<file path="src/rtl/text_seq_pkg.sv">
// Shared types and constants for the text cursor sequencer: FSM states,
// control-code values and cursor-update opcodes.
package text_seq_pkg;

    localparam int COORD_W = 10;

    typedef enum logic [2:0] {
        S_IDLE,
        S_START,
        S_WAIT_ACK,
        S_WAIT_DONE,
        S_ADVANCE
    } state_t;

    localparam logic [7:0] CC_BS  = 8'h08;
    localparam logic [7:0] CC_TAB = 8'h09;
    localparam logic [7:0] CC_LF  = 8'h0A;
    localparam logic [7:0] CC_FF  = 8'h0C;
    localparam logic [7:0] CC_CR  = 8'h0D;

    // Cursor-update opcodes understood by text_cursor_advance
    localparam logic [2:0] OP_NONE = 3'd0;
    localparam logic [2:0] OP_NEXT = 3'd1;
    localparam logic [2:0] OP_CR   = 3'd2;
    localparam logic [2:0] OP_LF   = 3'd3;
    localparam logic [2:0] OP_FF   = 3'd4;
    localparam logic [2:0] OP_BS   = 3'd5;
    localparam logic [2:0] OP_TAB  = 3'd6;
    localparam logic [2:0] OP_HOME = 3'd7;

endpackage

</file>
<file path="src/rtl/text_cursor_advance.sv">
// Pixel-coordinate text cursor: applies one opcode per cycle with
// line-end and bottom-of-screen wrap (no scrolling).
module text_cursor_advance
    import text_seq_pkg::*;
#(
    parameter int LINE_WIDTH   = 640,
    parameter int NUM_LINES    = 480,
    parameter int CHAR_PITCH_X = 24,
    parameter int CHAR_PITCH_Y = 27,
    parameter int TAB_STOP     = 4
) (
    input  logic               clk,
    input  logic               arst,
    input  logic [2:0]         op,
    output logic [COORD_W-1:0] x,
    output logic [COORD_W-1:0] y
);

    localparam int TAB_W = TAB_STOP * CHAR_PITCH_X;

    logic [10:0]        nx;
    logic [10:0]        ny;
    logic [10:0]        tx;
    logic [COORD_W-1:0] y_adv;
    logic [COORD_W-1:0] x_nxt;
    logic [COORD_W-1:0] y_nxt;

    always_comb begin
        nx    = {1'b0, x} + 11'(CHAR_PITCH_X);
        ny    = {1'b0, y} + 11'(CHAR_PITCH_Y);
        tx    = ({1'b0, x} / 11'(TAB_W) + 11'd1) * 11'(TAB_W);
        // Line advance target: next row, or back to the top when it would not fit
        y_adv = (ny + 11'(CHAR_PITCH_Y) > 11'(NUM_LINES)) ? '0 : ny[COORD_W-1:0];
        x_nxt = x;
        y_nxt = y;
        case (op)
            OP_NEXT: begin
                if (nx + 11'(CHAR_PITCH_X) > 11'(LINE_WIDTH)) begin
                    x_nxt = '0;
                    y_nxt = y_adv;
                end else begin
                    x_nxt = nx[COORD_W-1:0];
                end
            end
            OP_CR: x_nxt = '0;
            OP_LF: begin
                x_nxt = '0;
                y_nxt = y_adv;
            end
            OP_FF, OP_HOME: begin
                x_nxt = '0;
                y_nxt = '0;
            end
            OP_BS: begin
                if (x >= COORD_W'(CHAR_PITCH_X)) x_nxt = x - COORD_W'(CHAR_PITCH_X);
            end
            OP_TAB: begin
                if (tx > 11'(LINE_WIDTH - CHAR_PITCH_X)) begin
                    x_nxt = '0;
                    y_nxt = y_adv;
                end else begin
                    x_nxt = tx[COORD_W-1:0];
                end
            end
            default: ;
        endcase
    end

    always_ff @(posedge clk or posedge arst) begin
        if (arst) begin
            x <= '0;
            y <= '0;
        end else begin
            x <= x_nxt;
            y <= y_nxt;
        end
    end

endmodule

</file>
<file path="src/rtl/text_cursor_sequencer.sv">
// Turns a character byte stream into glyph-write commands for display_char.
// Build option: TEXT_SEQ_TAB_EXPAND_EN makes 0x09 a tab-stop control code.
module text_cursor_sequencer
    import text_seq_pkg::*;
#(
    parameter int LINE_WIDTH   = 640,
    parameter int NUM_LINES    = 480,
    parameter int CHAR_PITCH_X = 24,
    parameter int CHAR_PITCH_Y = 27,
    parameter int ACK_TIMEOUT  = 15,
    parameter int TAB_STOP     = 4
) (
    input  logic         clk,
    input  logic         arst,
    input  logic [7:0]   char_in,
    input  logic         char_valid,
    output logic         char_ready,
    input  logic [15:0]  fg_color,
    input  logic         cursor_home,
    output logic [9:0]   raster_x,
    output logic [9:0]   raster_y,
    output logic [7:0]   char_select,
    output logic [15:0]  wdata,
    output logic         start_write,
    input  logic         busy,
    output logic         idle
);

`ifdef TEXT_SEQ_TAB_EXPAND_EN
    localparam bit TAB_EN = 1'b1;
`else
    localparam bit TAB_EN = 1'b0;
`endif

    localparam int CNT_W = $clog2(ACK_TIMEOUT + 1);
    localparam logic [CNT_W-1:0] ACK_LAST = CNT_W'(ACK_TIMEOUT - 1);

    state_t           state;
    state_t           state_nxt;
    logic [2:0]       op;
    logic             accept;
    logic [CNT_W-1:0] ack_cnt;
    logic             pending_home;

    assign accept = char_valid & char_ready;

    always_ff @(posedge clk or posedge arst) begin
        if (arst) state <= S_IDLE;
        else      state <= state_nxt;
    end

    always_comb begin
        state_nxt = state;
        op        = OP_NONE;
        case (state)
            S_IDLE: begin
                if (cursor_home) begin
                    op = OP_HOME;
                end else if (accept) begin
                    case (char_in)
                        CC_CR:   op = OP_CR;
                        CC_LF:   op = OP_LF;
                        CC_FF:   op = OP_FF;
                        CC_BS:   op = OP_BS;
                        CC_TAB: begin
                            if (TAB_EN) op = OP_TAB;
                            else        state_nxt = S_START;
                        end
                        default: state_nxt = S_START;
                    endcase
                end
            end
            S_START: state_nxt = S_WAIT_ACK;
            S_WAIT_ACK: begin
                // A writer that never raises busy is treated as having finished
                if (busy)                     state_nxt = S_WAIT_DONE;
                else if (ack_cnt == ACK_LAST) state_nxt = S_ADVANCE;
            end
            S_WAIT_DONE: begin
                if (!busy) state_nxt = S_ADVANCE;
            end
            S_ADVANCE: begin
                op        = (pending_home || cursor_home) ? OP_HOME : OP_NEXT;
                state_nxt = S_IDLE;
            end
            default: state_nxt = S_IDLE;
        endcase
    end

    always_comb begin
        start_write = (state == S_START);
        char_ready  = (state == S_IDLE) && !busy && !cursor_home && !arst;
        idle        = (state == S_IDLE) && !pending_home;
    end

    always_ff @(posedge clk or posedge arst) begin
        if (arst) begin
            char_select  <= '0;
            wdata        <= '0;
            ack_cnt      <= '0;
            pending_home <= 1'b0;
        end else begin
            if (accept) begin
                char_select <= char_in;
                wdata       <= fg_color;
            end
            if (state == S_WAIT_ACK) ack_cnt <= ack_cnt + 1'b1;
            else                     ack_cnt <= '0;
            if (state == S_ADVANCE)                    pending_home <= 1'b0;
            else if (state != S_IDLE && cursor_home)   pending_home <= 1'b1;
        end
    end

    text_cursor_advance #(
        .LINE_WIDTH  (LINE_WIDTH),
        .NUM_LINES   (NUM_LINES),
        .CHAR_PITCH_X(CHAR_PITCH_X),
        .CHAR_PITCH_Y(CHAR_PITCH_Y),
        .TAB_STOP    (TAB_STOP)
    ) u_advance (
        .clk (clk),
        .arst(arst),
        .op  (op),
        .x   (raster_x),
        .y   (raster_y)
    );

endmodule

</file>
<file path="config.mk">
export PLATFORM = sky130hd
export DESIGN_NAME = text_cursor_sequencer
export DESIGN_NICKNAME = d
export VERILOG_FILES = /design/src/rtl/text_seq_pkg.sv /design/src/rtl/text_cursor_advance.sv /design/src/rtl/text_cursor_sequencer.sv
export SDC_FILE = /design/constraint.sdc
export NUM_CORES = 1
export LEC_CHECK = 0
export ABC_AREA = 0
export ABC_CLOCK_PERIOD_IN_PS = 2660
export BUFFER_PORTS_ARGS = -buffer_cell sky130_fd_sc_hd__buf_2
export CAP_MARGIN = 20
export CORE_MARGIN = 1.5
export CORE_UTILIZATION = 30
export DETAILED_ROUTE_END_ITERATION = 8
export PLACE_DENSITY = 0.59
export SYNTH_ARGS = -nofsm -noshare
export SYNTH_HDL_FRONTEND = slang
export SYNTH_SLANG_ARGS = --single-unit
</file>
<file path="constraint.sdc">
create_clock -name clk -period 2.66 [get_ports clk]
set_input_delay 0.399 -clock clk [delete_from_list [all_inputs] [get_ports clk]]
set_output_delay 0.399 -clock clk [all_outputs]
set_load 0.005 [all_outputs]
</file>
==> reports/metrics.csv, run 1 <==
stage,metric,value,unit
floorplanning,num rows,38,
timing,max-slew violation count,0,
drt,# DRC,0,
timing,Worst Skew,0.00530,ns
finish,final non-filler cell total,610,
logic_synthesis,Cell variety after synth,72,
logic_synthesis,largest family of logic cells by synthesized area,compound AO/OA/AOI/OAI gates,
worst_setup_path,max incr delay on CP,0.42,ns
drt,via total after detailed routing,3123,
logic_synthesis,Post-synth EDFFs,0,
finish,"Design Area, Final",0.00448,mm2
logic_synthesis,Mapped Avg Cell Area,9.53,um2
logic_synthesis,simple-gate share of the synthesized area,20.0,%
grt,largest net degree at the start of global routing,20,
finish,Antenna Cells,0,
placed_design,Post-Place Setup Slack,-0.0898,ns
drt,Post-Route WL,8.79,mm
finish,Area Overhead vs Synth,30.9,%
placed_design,placed cells,598,
clock_network,CTS Buf Count,5,
timing,post-route minimum period,2.71,ns
clock_network,Clock Latency Late Sink,0.29,ns
grt,GRT Util Overall,15.0,%
logic_synthesis,Post-synth top cells,"dfrtp_1, nand2_1, nor2_1",
timing,setup TNS,-0.262,ns
timing,Final WS setup,-0.0509,ns
finish,fraction of layout cells with a size suffix above 1,43.6,%
power,VDD IR max,582,uV
logic_synthesis,Netlist Area Pre-Place,0.00342,mm2
run_status,status,"complete, but fails checks",
run,maxcap violations,0,
logic_synthesis,Compound-Gate Fraction of Synth Area,21.5,%
drt,Pre-antenna DRT Iters,4,
grt,GRT Residual Overflow,0,
worst_setup_path,CP Launch Type,flip-flop,
power,pwr dens,1210,mW/mm2
worst_setup_path,Worst R2R Setup Slack,-0.05,ns
placed_design,DP HPWL,6.99,mm
logic_synthesis,synth top area cells,"dfrtp_1, mux2_2, ha_1, nand2_1, nor2_1",
logic_synthesis,top-area cell type share of the netlist area,35.8,%
worst_setup_path,Worst EP arrival,2.91,ns
worst_setup_path,slowest cell on the critical path,a2111o_1,
logic_synthesis,Synth async-reset ratio,100,%
drt,Iteration-0 DRC Markers,145,
logic_synthesis,Synth Area in Adders,4.02,%
worst_setup_path,WS Path Type,reg -> reg,
drt,post-route ant nets,0,
finish,fin util,40.8,%
clock_network,"CTS clk-pin slew, worst paths",0.07,ns
grt,vias in the first global route,2934,
clock_network,hold_buf cts,0,
floorplanning,Boundary Pins,76,
floorplanning,starting density of the core,31.2,%
logic_synthesis,post-synthesis sequential area ratio,35.8,%
clock_network,CTS tree,yes,
placed_design,gpl congestion,0.865,
power,P_leak,2.06,nW
clock_network,root buffer cell,clkbuf_16,
floorplanning,CORE AREA,0.0110,mm2
worst_setup_path,Crit. End Element,flip-flop,
logic_synthesis,#FFs+latches synth,49,
logic_synthesis,mux cell area share after synthesis,8.92,%
grt,initial antenna violation count,0,
logic_synthesis,xor and xnor fraction of the mapped netlist area,3.80,%
floorplanning,die height,110,um
placed_design,DP Area,0.00424,mm2
worst_setup_path,CP Max Fanout,10,
drt,DR vias/cell,5.12,
logic_synthesis,Yosys warning count,0,
grt,first-pass GRT wire length,14.4,mm
hold_path,worst hold-check path type,in -> async,
logic_synthesis,top-count cell post-synth,dfrtp_1,
floorplanning,die footprint,0.0121,mm2
logic_synthesis,top_reg_cell synth,dfrtp_1,
finish,final net count,509,
worst_setup_path,"Req. time, crit path",2.85,ns
worst_setup_path,critical-path cell list,inv_2 -> ha_4 -> a2111o_1 -> a2111oi_2 -> a31oi_2 -> and3_1 -> a211o_4 -> buf_4 -> o31ai_1,
logic_synthesis,post-synth top area cell,dfrtp_1,
clock_network,htree depth,2,
timing,Finish-stage setup viols,9,
timing,unrepaired setup endpoints after global routing,yes,
logic_synthesis,Syn Inst Count,359,
timing,Final Hold Fails,0,
timing,Max Freq,0.369,GHz
drt,average wire per standard cell,14.4,um
timing,final worst-path cycle share,102,%
clock_network,Sink Count,49,
clock_network,CTS Buffer Depth,2,
run_status,failing checks,negative setup slack,
placed_design,# port buffers,72,
floorplanning,Die X,110,um
==> where the power goes <==
group	internal, W	total (W)	switching (W)
sequential	0.00107	0.00139	0.000318
clock	0.000360	0.000656	0.000295
combinational	0.00170	0.00338	0.00168
==> metal layers <==
metal  global-route usage, %  vias to the layer above  share of wire (%)
met5                       0                        -                  0
met4                    3.06                        0               0.88
met3                    2.55                        8                3.7
met2                    26.2                       67                 50
met1                    19.4                     1520                 46
li1                        -                     1528                  -
==> critical path, delay by kind of cell (launching register included) <==
kind	cells	cell delay, ns
compound gates	5	1.51
flops	1	0.41
buf+inv	2	0.27
simple gates	1	0.21
fa+ha+maj	1	0.22
==> state kept, by name, summed over array words and instances (netlist names) <==
signal / count
wdata: 16
u_advance.y: 10
char_select: 8
u_advance.x: 7
ack_cnt: 4
state: 3
pending_home: 1
==> what timing repair did <==
item | in CTS | in global routing
cloned | 0 | 0
gates resized for setup | 7 | 8
pin swaps | 1 | 1
setup endpoints to repair | 14 | 17
setup buffers | 0 | 4
==> per-stage QoR <==
stage	hold WS [ns]	power, W
2_1_floorplan	0.451	0.00342
3_3_place_gp	0.403	0.00457
3_5_place_dp	0.405	0.00464
4_1_cts	0.0890	0.00537
5_1_grt	0.107	0.00586
6_report	0.0822	0.00543
==> final cells by class <==
cell class,instances,area [um2]
fill,1074,6500
multi-input combinational,274,2100
sequential,49,1230
timing repair buffer,127,777
tap,140,175
clock buffer,5,125
inverter,12,45.0
clock inverter,3,28.8
==> worst paths after layout <==
path,cells after the start,from,endpoint
worst min-delay path,2,arst,char_select[4]
worst max register to register,9,u_advance.x[3],u_advance.y[4]
worst min register to register,1,ack_cnt[0],ack_cnt[0]
max in group asynchronous,3,arst,u_advance.y[2]
worst max-delay path,9,u_advance.x[3],u_advance.y[4]
min in group clk,2,fg_color[3],wdata[3]
==> layout by cell type, fill, tap and decap left out, types with 6 or more instances in the layout <==
cell type and n:
nand3_1 9, xnor2_1 8, nand2b_1 6, o21ai_0 7, buf_4 54, nor3_1 11, a21oi_1 16, inv_1 8
ha_1 6, mux2_2 24, buf_2 72, and3_1 6, o21bai_1 6, dfrtp_1 46, nor2_1 25, nand2_1 28
==> kinds of logic after synthesis <==
kind of cell               count (synthesis)
and+or+nand+nor                          126
AOI/OAI and AO/OA                         93
DFF                                       49
buffers and inverters                     38
muxes                                     27
xor gates and xnor gates                  14
adders and majority gates                 11
other                                      1
No activity file was read; power rests on OpenSTA's default activity.
==> run 2: changes to the inputs <==
- CORE_ASPECT_RATIO: not set -> 0.5
- CTS_CLUSTER_SIZE: not set -> 24
==> run 2 against run 1 <==
Against the previous run: the run still ends with negative setup slack left; largest cell class unchanged; wire length is 5.6% higher; largest power group unchanged; sequential share of layout area shrank 1.8 points; register-to-register slack got worse by 0.06 ns; worst hold slack better by 0.065 ns; critical path depth increased by 2.
==> reports/metrics.csv, run 2 (synthesized netlist as in run 1, its figures left out) <==
stage,metric,value,unit,change
run_status,status,"complete, but fails checks",,
run_status,failing checks,negative setup slack,,
worst_setup_path,slowest cell on the critical path,or3b_4,,
worst_setup_path,critical-path cell list,inv_2 -> ha_4 -> nand3b_1 -> buf_4 -> or3b_4 -> o211ai_1 -> a31oi_4 -> and3_4 -> a211o_4 -> o21bai_1 -> a21o_1,,
timing,Max Freq,0.361,GHz,-2.1%
drt,Post-Route WL,9.29,mm,+5.6%
worst_setup_path,CP Buf/Inv Count,2,,unchanged
timing,Finish-stage setup viols,12,,+3
timing,post-route minimum period,2.77,ns,+0.0588 ns
drt,Iteration-0 DRC Markers,142,,-2.1%
floorplanning,num rows,27,,-29%
finish,fin util,43.4,%,+2.6 points
clock_network,"CTS clk-pin slew, worst paths",0.07,ns,about the same
worst_setup_path,Worst EP arrival,2.95,ns,+0.04 ns
floorplanning,starting density of the core,31.0,%,-0.18 points
drt,DR vias/cell,5.11,,-0.11%
grt,first-pass GRT wire length,15.3,mm,+6.4%
finish,"Most flops, register",wdata,,
worst_setup_path,Reg2Reg Depth,11,,+2
timing,unrepaired setup endpoints after global routing,yes,,
floorplanning,Die X,154,um,+40%
clock_network,hold_buf cts,0,,unchanged
worst_setup_path,"Req. time, crit path",2.84,ns,about the same
power,P_leak,2.19,nW,+6.0%
grt,GRT Util Overall,15.7,%,+0.72 points
hold_path,worst hold-check path type,in -> async,,
placed_design,placed cells,613,,+2.5%
worst_setup_path,reg2reg start,u_advance.x[4],,
drt,post-route ant nets,0,,unchanged
timing,worst slew pin tran,0.503,ns,
floorplanning,die height,78.5,um,-28%
worst_setup_path,max incr delay on CP,0.39,ns,-0.03 ns
worst_setup_path,WS Path Type,reg -> reg,,
drt,Pre-antenna DRT Iters,4,,unchanged
placed_design,DP HPWL,6.79,mm,-3.0%
finish,Largest regs,"wdata: 16 flops, u_advance.y: 10 flops, char_select: 8 flops",,
drt,# DRC,0,,unchanged
placed_design,# port buffers,72,,unchanged
clock_network,CTS Buf Count,5,,unchanged
clock_network,CTS Buffer Depth,2,,unchanged
worst_setup_path,CP Launch Type,flip-flop,,
placed_design,gpl congestion,0.850,,-1.7%
worst_setup_path,Crit. End Element,flip-flop,,
drt,average wire per standard cell,14.7,um,+2.3%
timing,Final Hold Fails,0,,unchanged
grt,vias in the first global route,3070,,+4.6%
finish,final net count,524,,+2.9%
run,maxcap violations,0,,unchanged
timing,Final WS setup,-0.110,ns,-0.0588 ns
worst_setup_path,Worst R2R Setup Slack,-0.11,ns,-0.06 ns
floorplanning,CORE AREA,0.0110,mm2,+0.58%
grt,GRT Residual Overflow,0,,unchanged
timing,Worst Skew,0.00560,ns,+0.000294 ns
timing,final worst-path cycle share,104,%,+2.2 points
grt,largest net degree at the start of global routing,25,,+25%
clock_network,Clock Latency Late Sink,0.29,ns,about the same
clock_network,Sink Count,49,,unchanged
finish,final non-filler cell total,630,,+3.3%
clock_network,CTS tree,yes,,
worst_setup_path,Worst path depth,11,,+2
timing,max-slew violation count,0,,unchanged
timing,Rel. slew slack,66.4,%,
finish,Antenna Cells,0,,unchanged
finish,"commonest non-fill, non-tap cell in the layout",buf_2,,
worst_setup_path,r2r endpoint,u_advance.y[2],,
clock_network,htree depth,2,,unchanged
floorplanning,die footprint,0.0121,mm2,+0.33%
finish,Area Overhead vs Synth,40.0,%,
floorplanning,Boundary Pins,76,,unchanged
power,pwr dens,1260,mW/mm2,+3.7%
finish,most frequent cells in the layout,"buf_2, buf_4, dfrtp_1",,
worst_setup_path,CP Max Fanout,6,,-4
worst_setup_path,CP top delay family,compound AO/OA/AOI/OAI gates,,
finish,Largest register FFs,16,,unchanged
drt,via total after detailed routing,3222,,+3.2%
grt,initial antenna violation count,0,,unchanged
power,VDD IR max,467,uV,-20%
finish,fraction of layout cells with a size suffix above 1,49.7,%,+6.1 points
clock_network,root buffer cell,clkbuf_16,,
## run 2: how the worst max path moves through the flow
stage                         startpoint        endpoint
after floorplan           u_advance.y[1]  u_advance.y[0]
after global placement        char_in[5]  u_advance.y[0]
after detailed placement      char_in[5]  u_advance.x[6]
after CTS                 u_advance.y[2]  u_advance.y[0]
after global routing      u_advance.y[2]  u_advance.y[2]
final                     u_advance.x[4]  u_advance.y[2]
## run 2: power breakdown
group	total, W	switching (W)	leakage, nW	internal [W]
clock network	0.000742	0.000296	0.0800	0.000446
registers	0.00136	0.000285	0.614	0.00107
logic	0.00392	0.00193	1.49	0.00200
## run 2: area by class of cell
class,count,area (um2)
multi-input combinational,275,2260
fill,1069,6260
clock buffer,5,125
inverter,12,47.5
clock inverter,3,46.3
sequential,49,1230
tap,145,181
timing repair buffer,141,905
## run 2: routing by layer
metal	global-route usage, %	vias to the layer above	share of wire, %
li1	-	1564	-
met1	20.3	1594	47
met5	0	-	0
met3	2.54	6	3.3
met4	3.98	0	0.73
met2	27.6	58	49
## run 2: what timing repair did
action,4_1_cts,5_1_grt
gates resized for setup,18,31
pin swaps,8,18
gates cloned,1,0
endpoints found under the hold margin,0,0
setup buffers,3,5
setup endpoints to repair,9,17
## run 2: metrics by stage
stage / power [W] / cell area (um2) / setup slack [ns] / setup TNS (ns) / hold slack [ns]
final: 0.00602 / 4790 / -0.110 / -0.929 / 0.147
after detailed placement: 0.00470 / 4330 / -0.131 / -0.564 / 0.481
after global routing: 0.00648 / 4790 / -0.214 / -2.30 / 0.198
after floorplan: 0.00342 / 3490 / 0.0164 / 0 / 0.451
after CTS: 0.00568 / 4640 / -0.0643 / -0.525 / 0.160
after global placement: 0.00465 / 4330 / -0.0513 / -0.172 / 0.475
==> run 3: changes to the inputs <==
- PLACE_DENSITY: 0.59 -> 0.58
- SYNTH_HIERARCHICAL: not set -> 1
==> run 3 against run 2 <==
Against the previous run: the run still ends with negative setup slack left; clock skew increased by 0.0030 ns; first-iteration DRC count rose by 32%; final cell count rose by 27%; non-clock buffer count rose by 55; maximum frequency fell by 37%; core utilization is 0.93 points higher; synthesized cell count rose by 25%; highest routed layer unchanged; design area grew 25%; global-route usage grew 1.1 points; worst hold slack improved by 0.19 ns; setup slack worse by 1.6 ns.
==> reports/metrics.csv, run 3 <==
stage,metric,value,unit,change
drt,Post-Route WL,12.2,mm,+31%
floorplanning,CORE AREA,0.0135,mm2,+22%
finish,Largest register FFs,16,,unchanged
timing,Worst Skew,0.00855,ns,+0.00295 ns
finish,fraction of layout cells with a size suffix above 1,47.2,%,-2.5 points
finish,final net count,663,,+27%
finish,Antenna Cells,0,,unchanged
clock_network,CTS tree,yes,,
drt,DR vias/cell,5.16,,+0.83%
logic_synthesis,Compound-Gate Fraction of Synth Area,23.9,%,+2.4 points
worst_setup_path,WS Path Type,reg -> reg,,
logic_synthesis,largest family of logic cells by synthesized area,compound AO/OA/AOI/OAI gates,,
grt,vias in the first global route,3971,,+29%
clock_network,CTS Buf Count,5,,unchanged
placed_design,DP HPWL,9.35,mm,+38%
logic_synthesis,#FFs+latches synth,49,,unchanged
placed_design,gpl congestion,0.827,,-2.6%
logic_synthesis,post-synth top area cell,dfrtp_1,,
placed_design,DP Area,0.00554,mm2,+28%
run,maxcap violations,0,,unchanged
drt,Pre-antenna DRT Iters,4,,unchanged
finish,"Design Area, Final",0.00599,mm2,+25%
grt,GRT Residual Overflow,0,,unchanged
finish,"Most flops, register",wdata,,
timing,final worst-path cycle share,164,%,+60 points
logic_synthesis,Synth async-reset ratio,100,%,unchanged
logic_synthesis,simple-gate share of the synthesized area,20.4,%,+0.41 points
worst_setup_path,Worst EP arrival,4.55,ns,+1.60 ns
hold_path,worst hold-check path type,in -> reg,,
timing,max-slew violation count,0,,unchanged
logic_synthesis,Synth Area in Adders,4.23,%,+0.20 points
timing,Finish-stage setup viols,17,,+5
logic_synthesis,synth top area cells,"dfrtp_1, mux2_4, ha_1, nor2_1, xnor2_1",,
grt,first-pass GRT wire length,19.9,mm,+30%
logic_synthesis,xor and xnor fraction of the mapped netlist area,4.23,%,+0.42 points
logic_synthesis,post-synthesis sequential area ratio,29.6,%,-6.3 points
logic_synthesis,top_reg_cell synth,dfrtp_1,,
logic_synthesis,Syn Inst Count,448,,+25%
grt,GRT Util Overall,16.8,%,+1.1 points
grt,initial antenna violation count,0,,unchanged
clock_network,Sink Count,49,,unchanged
timing,worst slew pin tran,0.677,ns,+0.174 ns
clock_network,Clock Latency Late Sink,0.29,ns,about the same
logic_synthesis,mux cell area share after synthesis,11.3,%,+2.4 points
finish,final-layout fill cell count,1313,,+23%
logic_synthesis,Netlist Area Pre-Place,0.00415,mm2,+21%
clock_network,htree depth,2,,unchanged
finish,most frequent cells in the layout,"buf_4, buf_2, dfrtp_1",,
drt,via total after detailed routing,4110,,+28%
finish,Largest regs,"wdata: 16 flops, u_advance/y: 10 flops, char_select: 8 flops",,
timing,Rel. slew slack,54.8,%,-12 points
placed_design,# port buffers,72,,unchanged
logic_synthesis,top-count cell post-synth,dfrtp_1,,
finish,"commonest non-fill, non-tap cell in the layout",buf_4,,
timing,post-route minimum period,4.37,ns,+1.60 ns
drt,post-route ant nets,0,,unchanged
logic_synthesis,Post-synth EDFFs,0,,unchanged
floorplanning,die height,86.1,um,+9.7%
clock_network,root buffer cell,clkbuf_16,,
drt,Iteration-0 DRC Markers,187,,+32%
floorplanning,Die X,169,um,+9.9%
logic_synthesis,Mapped Avg Cell Area,9.25,um2,-2.9%
timing,Final Hold Fails,0,,unchanged
worst_setup_path,"Req. time, crit path",2.84,ns,about the same
worst_setup_path,Worst R2R Setup Slack,-1.71,ns,-1.60 ns
run_status,status,"complete, but fails checks",,
floorplanning,Boundary Pins,76,,unchanged
logic_synthesis,Cell variety after synth,86,,+19%
grt,largest net degree at the start of global routing,22,,-12%
floorplanning,starting density of the core,30.7,%,-0.30 points
logic_synthesis,top-area cell type share of the netlist area,29.6,%,-6.3 points
run_status,failing checks,negative setup slack,,
logic_synthesis,Yosys warning count,6,,+6
clock_network,"CTS clk-pin slew, worst paths",0.07,ns,about the same
worst_setup_path,Crit. End Element,flip-flop,,
worst_setup_path,CP Max Fanout,6,,unchanged
worst_setup_path,CP Launch Type,flip-flop,,
timing,Final WS setup,-1.71,ns,-1.60 ns
drt,# DRC,0,,unchanged
timing,unrepaired setup endpoints after global routing,yes,,
finish,Area Overhead vs Synth,44.4,%,
floorplanning,num rows,30,,+11%
timing,Max Freq,0.229,GHz,-37%
floorplanning,die footprint,0.0146,mm2,+20%
clock_network,hold_buf cts,0,,unchanged
clock_network,CTS Buffer Depth,2,,unchanged
logic_synthesis,Post-synth top cells,"dfrtp_1, nor2_1, a21oi_1, mux2_4, nand2_1",,
drt,average wire per standard cell,15.3,um,+3.6%
run 3: changes by cell type in the layout (fill, tap and decap cells not counted), moves of 6 or more:
cell / delta
nand2_1: -6
inv_1: +8
a21oi_1: +7
nor2_1: +15
mux2_4: +21
mux2_2: -18
buf_4: +57
run 3: worst paths after layout:
path	startpoint	endpoint	cells past startpoint
setup / recovery	u_advance/x[4]	u_advance/y[6]	21
hold / removal	fg_color[10]	wdata[10]	2
setup reg to reg	u_advance/x[4]	u_advance/y[6]	21
hold reg to reg	ack_cnt[0]	ack_cnt[0]	1
max in group asynchronous	arst	wdata[5]	4
min in group asynchronous	arst	state[0]	3
run 3: area by class of cell:
type,count,area (um2),area share (%)
Multi-Input combinational cell,347,2960,49.5
Timing Repair Buffer,196,1320,22.0
Sequential cell,49,1230,20.5
Tap cell,176,220,3.68
Clock buffer,6,129,2.15
Inverter,21,88.8,1.48
Clock inverter,2,38.8,0.648
run 3: metal layers:
layer	vias up	GRT usage (%)	part of all wire, %
met4	0	3.14	0.95
met3	11	2.58	3.6
li1	1995	-	-
met5	-	0	0
met1	2026	23.2	48
met2	78	28.2	47
run 3: stage by stage:
stage               worst slack [ns]  hold slack, ns  std cells  utilization (%)  TNS, ns
floorplan                      -2.05           0.325        450                -   -28.09
global placement               -1.89           0.475        779             41.0   -28.48
detailed placement             -2.01           0.485        779             41.0   -30.19
CTS                            -1.67           0.325        791             42.9   -25.44
global route                   -1.91           0.318        797             44.3   -28.90
finish                         -1.71           0.333        797             44.3   -25.50
run 3: kinds of logic after synthesis:
logic type | Yosys count
AND/OR/NAND/NOR | 152
AO/OA/AOI/OAI | 124
buffers and inverters | 54
flip-flops | 49
multiplexers | 34
XOR/XNOR | 20
adder cells (fa/ha/maj) | 14
other | 1
run 3: critical path: stages (launching register included):
cell and delay [ns]:
dfrtp_1 0.41, inv_4 0.08, ha_4 0.15, or3b_1 0.34, a21o_1 0.19, a311oi_4 0.28
o31a_1 0.26, nor3_4 0.07, inv_2 0.07, ha_4 0.18, nand4b_1 0.12, o221a_4 0.23
and2_4 0.17, xnor2_2 0.13, ha_2 0.20, a31oi_4 0.19, o221ai_2 0.11, mux2i_1 0.14
buf_4 0.14, mux2_4 0.32, a21oi_4 0.17, mux2_4 0.31
run 3: what timing repair did:
| item | 4_1_cts | 5_1_grt |
|---|---|---|
| setup buffers | 4 | 6 |
| gates resized for setup | 13 | 28 |
| setup endpoints to repair | 17 | 17 |
| pin swaps | 5 | 9 |
Power of run 3 is not shown: default switching activity piles up to over one toggle a cycle in this logic, so the estimate is an artifact.
